==> config.mk <==
export PLATFORM = sky130hd
export DESIGN_NAME = ex_muldiv_unit
export DESIGN_NICKNAME = d
export VERILOG_FILES = /design/src/rtl/ex_muldiv_unit.sv
export SDC_FILE = /design/constraint.sdc
export NUM_CORES = 2
export LEC_CHECK = 0
export ABC_AREA = 1
export ABC_CLOCK_PERIOD_IN_PS = 9510
export CORE_UTILIZATION = 40
export DETAILED_ROUTE_END_ITERATION = 8
export MAX_ROUTING_LAYER = met4
export SYNTH_ARGS = -nofsm -noshare
export SYNTH_HDL_FRONTEND = slang
export SYNTH_SLANG_ARGS = --single-unit
==> constraint.sdc <==
create_clock -name clk -period 9.51 [get_ports clk]
set_input_delay 0.951 -clock clk [delete_from_list [all_inputs] [get_ports clk]]
set_output_delay 0.951 -clock clk [all_outputs]
set_load 0.01 [all_outputs]
==> src/rtl/ex_muldiv_unit.sv <==
`default_nettype none
// ============================================================================
// ex_muldiv_unit : EX-stage MULT/MULTU/DIV/DIVU unit owning HI/LO (negedge)
// Revision 1.0
// ============================================================================
module ex_muldiv_unit #(
   parameter int MUL_LATENCY = 4
) (
   input  logic        clk,
   input  logic        rst,
   input  logic        start,
   input  logic [1:0]  op_i,
   input  logic [31:0] rs_val,
   input  logic [31:0] rt_val,
   input  logic        cancel,
   input  logic        hi_we,
   input  logic        lo_we,
   input  logic [31:0] wdata,
   output logic [31:0] hi,
   output logic [31:0] lo,
   output logic        busy,
   output logic        done
);

   typedef enum logic [1:0] {
      S_IDLE = 2'd0,
      S_MUL  = 2'd1,
      S_DIV  = 2'd2,
      S_FIX  = 2'd3
   } state_t;

   localparam logic [5:0] C_MUL_LAST = 6'(MUL_LATENCY - 1);
   localparam logic [5:0] C_DIV_LAST = 6'd31;

   state_t      r_state, w_state_next;
   logic        w_issue, w_mul_wr, w_fix_wr, w_mt_ok;

   logic [5:0]  r_count;
   logic [31:0] r_a, r_b;
   logic        r_signed, r_div0, r_neg_q, r_neg_r;
   logic [31:0] r_quo, r_rem, r_dvsr;
   logic [31:0] r_hi, r_lo;
   logic        r_done;

   logic        w_op_signed;
   logic [31:0] w_abs_a, w_abs_b;
   logic [63:0] w_ext_a, w_ext_b, w_prod;
   logic [32:0] w_trial, w_diff;
   logic [31:0] w_q_fix, w_r_fix;

   // ------------------------------------------------------------------
   // Control
   // ------------------------------------------------------------------
   always_ff @(negedge clk) begin
      if (rst) r_state <= S_IDLE;
      else     r_state <= w_state_next;
   end

   always_comb begin
      w_state_next = r_state;
      w_issue      = 1'b0;
      w_mul_wr     = 1'b0;
      w_fix_wr     = 1'b0;
      w_mt_ok      = 1'b0;
      case (r_state)
         S_IDLE: begin
            w_mt_ok = 1'b1;
            if (start && !cancel) begin
               w_issue = 1'b1;
               if (!op_i[1])            w_state_next = S_MUL;
               else if (rt_val == 32'd0) w_state_next = S_FIX;
               else                      w_state_next = S_DIV;
            end
         end
         S_MUL: begin
            if (cancel) w_state_next = S_IDLE;
            else if (r_count == C_MUL_LAST) begin
               w_mul_wr     = 1'b1;
               w_state_next = S_IDLE;
            end
         end
         S_DIV: begin
            if (cancel)                     w_state_next = S_IDLE;
            else if (r_count == C_DIV_LAST) w_state_next = S_FIX;
         end
         S_FIX: begin
            if (cancel) w_state_next = S_IDLE;
            else begin
               w_fix_wr     = 1'b1;
               w_state_next = S_IDLE;
            end
         end
         default: w_state_next = S_IDLE;
      endcase
   end

   // ------------------------------------------------------------------
   // Datapath
   // ------------------------------------------------------------------
   assign w_op_signed = ~op_i[0];
   assign w_abs_a     = (w_op_signed && rs_val[31]) ? -rs_val : rs_val;
   assign w_abs_b     = (w_op_signed && rt_val[31]) ? -rt_val : rt_val;

   assign w_ext_a = {{32{r_signed & r_a[31]}}, r_a};
   assign w_ext_b = {{32{r_signed & r_b[31]}}, r_b};
   assign w_prod  = w_ext_a * w_ext_b;

   // Bit 32 of the difference is the borrow: set means trial < divisor.
   assign w_trial = {r_rem, r_quo[31]};
   assign w_diff  = w_trial - {1'b0, r_dvsr};

   assign w_q_fix = r_neg_q ? -r_quo : r_quo;
   assign w_r_fix = r_neg_r ? -r_rem : r_rem;

   always_ff @(negedge clk) begin
      if (rst) begin
         r_count  <= 6'd0;
         r_a      <= 32'd0;
         r_b      <= 32'd0;
         r_signed <= 1'b0;
         r_div0   <= 1'b0;
         r_neg_q  <= 1'b0;
         r_neg_r  <= 1'b0;
         r_quo    <= 32'd0;
         r_rem    <= 32'd0;
         r_dvsr   <= 32'd0;
         r_hi     <= 32'd0;
         r_lo     <= 32'd0;
         r_done   <= 1'b0;
      end else begin
         r_done <= w_mul_wr | w_fix_wr;

         if (w_issue) begin
            r_a      <= rs_val;
            r_b      <= rt_val;
            r_signed <= w_op_signed;
            r_count  <= 6'd0;
            r_div0   <= op_i[1] && (rt_val == 32'd0);
            r_neg_q  <= w_op_signed & (rs_val[31] ^ rt_val[31]);
            r_neg_r  <= w_op_signed & rs_val[31];
            r_quo    <= w_abs_a;
            r_rem    <= 32'd0;
            r_dvsr   <= w_abs_b;
         end else if (r_state == S_MUL || r_state == S_DIV) begin
            r_count <= r_count + 6'd1;
         end

         if (r_state == S_DIV) begin
            if (!w_diff[32]) begin
               r_rem <= w_diff[31:0];
               r_quo <= {r_quo[30:0], 1'b1};
            end else begin
               r_rem <= w_trial[31:0];
               r_quo <= {r_quo[30:0], 1'b0};
            end
         end

         if (w_mul_wr) begin
            r_hi <= w_prod[63:32];
            r_lo <= w_prod[31:0];
         end else if (w_fix_wr) begin
            r_hi <= r_div0 ? r_a : w_r_fix;
            r_lo <= r_div0 ? 32'hFFFF_FFFF : w_q_fix;
         end else if (w_mt_ok) begin
            if (hi_we) r_hi <= wdata;
            if (lo_we) r_lo <= wdata;
         end
      end
   end

   assign hi   = r_hi;
   assign lo   = r_lo;
   assign busy = (r_state != S_IDLE);
   assign done = r_done;

endmodule
`default_nettype wire
==> flow_metrics.py <==
metrics = {
    "layout": {
        "fin_util": 0.444,
        "regArea_um2": 4730,
        "layout_commonest_cell": "inv_1",
        "drive_above_1_share": 0.0332,
        "multi_input_area_um2": 42100,
        "area_growth_pct": 9.95,
        "layout_common_cells": "inv_1, nand2_1, fa_1, nor2_1, a21oi_1",
        "nNetsFinal": 9279,
        "fillers": 14144,
    },
    "route": {
        "wl_mm": 215,
        "drtAntennaViolNets": 0,
        "num_vias": 50885,
        "vias_per_cell": 5.29,
        "first_pass_iters": 6,
        "wire_per_inst_um": 22.4,
        "drc_errors": 0,
        "drt_iter0_drc": 4890,
    },
    "clock_tree": {
        "cts_inserted_buffers": 31,
        "cts_tree": "done",
        "cts_setup_buffers": 0,
        "cts.sinks": 236,
        "postCtsHoldBufs": 0,
        "h-tree-depth": 1,
        "clockBufferDepth": 3,
        "clk_pin_slew_worst_paths_ns": 0.04,
        "cts_resized": 0,
        "clockRootBuffer": "clkbuf_16",
        "clock_latency_ns": 0.65,
    },
    "global_route": {
        "grt_pass1_vias": 52630,
        "antenna_found_initial": 10,
        "grt_max_degree": 63,
        "track_usage": 0.319,
        "grt_first_pass_wirelength_mm": 327,
        "grt_overflow_total": 0,
    },
    "critical_path": {
        "critPathMaxFanout": 11,
        "r2r_cells": 27,
        "critical_path_class": "register to register",
        "startpoint_type": "register",
        "cp_top_family": "adder cells",
        "crit_required_ns": 14.79,
        "cp_common_cell": "fa_1",
        "crit_buf_inv": 6,
        "end_kind": "register",
        "timing.rr.start": "r_a[11]",
        "slowest_delay_ns": 1.08,
        "arrival_ns": 14.05,
        "rr_endpoint": "lo[28]",
        "ff2ff_setup_slack_ns": 0.74,
        "slowest_stage": "dfxtp_1",
    },
    "place": {
        "portBuffers": 169,
        "globalplace.congestion": 1.08,
        "hpwl_mm": 178,
        "preCtsSetupSlack_ns": 0.642,
    },
    "power_and_ir_drop": {
        "switching_power_uw": 5430,
        "swShare": 0.578,
        "power-per-cell-area_nw_per_um2": 154,
        "max-vdd-ir-drop_mv": 0.655,
        "leakage_uw": 0.0329,
        "p_int_uw": 3970,
        "seqPwrFrac": 0.159,
        "pwr-share-comb": 0.648,
        "pwr-share-clk": 0.193,
    },
    "timing": {
        "layout_min_cycle_time_ns": 8.77,
        "slew_violations": 0,
        "worst_pin_slew_ns": 1.21,
        "hold_violations": 0,
        "slew_headroom": 0.190,
        "min_period_over_period": 0.922,
        "tns_ns": 0,
        "clock_skew_ns": 0.0289,
        "fin_ws_ns": 0.740,
        "clock.fmax_mhz": 114,
        "finalSetupViolations": 0,
        "rsz0062_at_grt": "no",
    },
    "die": {
        "core_area_um2": 138000,
        "die_width_um": 375,
        "io_pins": 170,
        "initial_core_util": 0.404,
        "rows": 136,
        "fp.dieH_um": 375,
        "die_area_um2": 141000,
    },
    "status": {
        "status": "completed",
    },
    "synth": {
        "yosys.area.top_type": "fa_1",
        "ys_seq_elements": 236,
        "synth-edff-count": 0,
        "synth_flop_cell": "dfxtp_1",
        "synth.area.top_cells": "fa_1, nand2_1, inv_1",
        "yosysWarnings": 0,
        "syn_area_per_cell_um2": 7.30,
        "async_flop_share": 0,
        "postSynthCellCount": 7615,
        "synth_area_um2": 55600,
        "ys_types": 54,
        "synth_nets": 9098,
        "yosysSeqAreaShare": 0.0850,
        "synth_top_area_share": 0.405,
    },
    "worst_hold_path": {
        "worstHoldStart": "r_dvsr[28]",
        "holdPathStages": 2,
        "holdCritPathClass": "register to register",
        "min_to": "r_dvsr[28]",
    },
    "run": {
        "cap_violations": 0,
    },
}
==> layer usage <==
layer  global-route usage  vias up  part of all wire
met5                    -        -                 0
met4                0.114        0             0.040
met3               0.0432      342             0.080
met2                0.496     2317              0.46
met1                0.426    25490              0.42
li1                     -    22736                 -
==> power groups by stage <==
stage	Sequential, uW	Combinational (uW)	Clock [uW]
5_1_grt	1490	6710	1950
3_5_place_dp	1480	5970	150
6_report	1490	6090	1820
3_3_place_gp	1490	5980	150
2_1_floorplan	1310	4140	150
4_1_cts	1470	6010	1840
==> area by class of cell <==
| cell class | instances | share of cell area |
|---|---|---|
| multi-input cells | 5056 | 0.689 |
| inverters | 1933 | 0.119 |
| clock inverters | 263 | 0.0207 |
| flip-flops and latches | 236 | 0.0774 |
| clock buffers | 31 | 0.0127 |
| diodes | 7 | 0.000287 |
| well taps | 1794 | 0.0367 |
| repair buffers | 302 | 0.0446 |
==> logic make-up after synthesis <==
group	synth area share
buffers and inverters	0.158
AOI/OAI and AO/OA	0.0783
adders and majority gates	0.462
muxes	0.000180
xor gates and xnor gates	0.0117
DFF	0.0850
and+or+nand+nor	0.205
==> registers in the layout (all words and copies together) (netlist names) <==
register,cells
r_dvsr,31
r_rem,32
r_a,32
done,1
r_quo,32
r_neg_r,1
r_neg_q,1
r_div0,1
r_signed,1
r_b,32
r_state,2
hi,32
lo,32
r_count,6
==> stage by stage <==
step | std cells | power, uW | area, um^2 | hold WS [ns]
global route | 9620 | 10100 | 61100 | 0.492
floorplan | 7615 | 5600 | 55600 | 0.445
CTS | 9615 | 9330 | 61100 | 0.473
finish | 9622 | 9400 | 61100 | 0.478
global placement | 9322 | 7610 | 59100 | 0.441
detailed placement | 9322 | 7600 | 59100 | 0.463
==> worst max path at each step <==
stage                          from          to  slack (ns)  cells after the start
after global routing        r_a[13]      lo[28]        0.50                     26
after global placement       cancel    r_signed        0.61                      7
after CTS                   r_a[11]      lo[28]        0.87                     27
final                       r_a[11]      lo[28]        0.74                     27
after detailed placement  rt_val[1]  r_state[0]        0.64                     13
after floorplan             r_a[31]      hi[30]        1.88                     31
==> synthesized netlist by cell type (11+ instances only) <==
| cell | instances |
|---|---|
| nand2_2 | 11 |
| a31oi_1 | 71 |
| o21ai_0 | 298 |
| nand3b_1 | 14 |
| o21bai_1 | 15 |
| o211ai_1 | 24 |
| xnor2_1 | 17 |
| fa_1 | 1126 |
| nor2_1 | 415 |
| nor3_1 | 43 |
| dfxtp_1 | 236 |
| inv_1 | 1923 |
| a21oi_1 | 300 |
| buf_1 | 11 |
| clkbuf_1 | 357 |
| nand4_1 | 52 |
| nand3_1 | 288 |
| buf_2 | 15 |
| nand2_1 | 1936 |
| ha_1 | 253 |
| o22ai_1 | 28 |
| xor2_1 | 57 |
==> worst register-to-register path, stage by stage (launching register included) <==
cell	delay [ns]
dfxtp_1	1.08
buf_4	0.34
nand2_1	0.06
inv_1	0.09
fa_1	0.42
fa_1	0.52
inv_1	0.07
fa_1	0.56
fa_1	0.45
fa_1	0.56
inv_1	0.05
fa_1	0.45
fa_1	0.50
inv_1	0.05
fa_1	0.59
inv_1	0.08
ha_1	0.41
nand2_1	0.12
nor2_1	0.21
nand2_1	0.15
nor4_1	0.77
nand2_1	0.11
nand3_1	0.33
a21oi_1	0.10
o21ai_0	0.25
nand2_1	0.10
a21oi_1	0.17
nor2_1	0.06
Power figures use the tool's default switching activity.
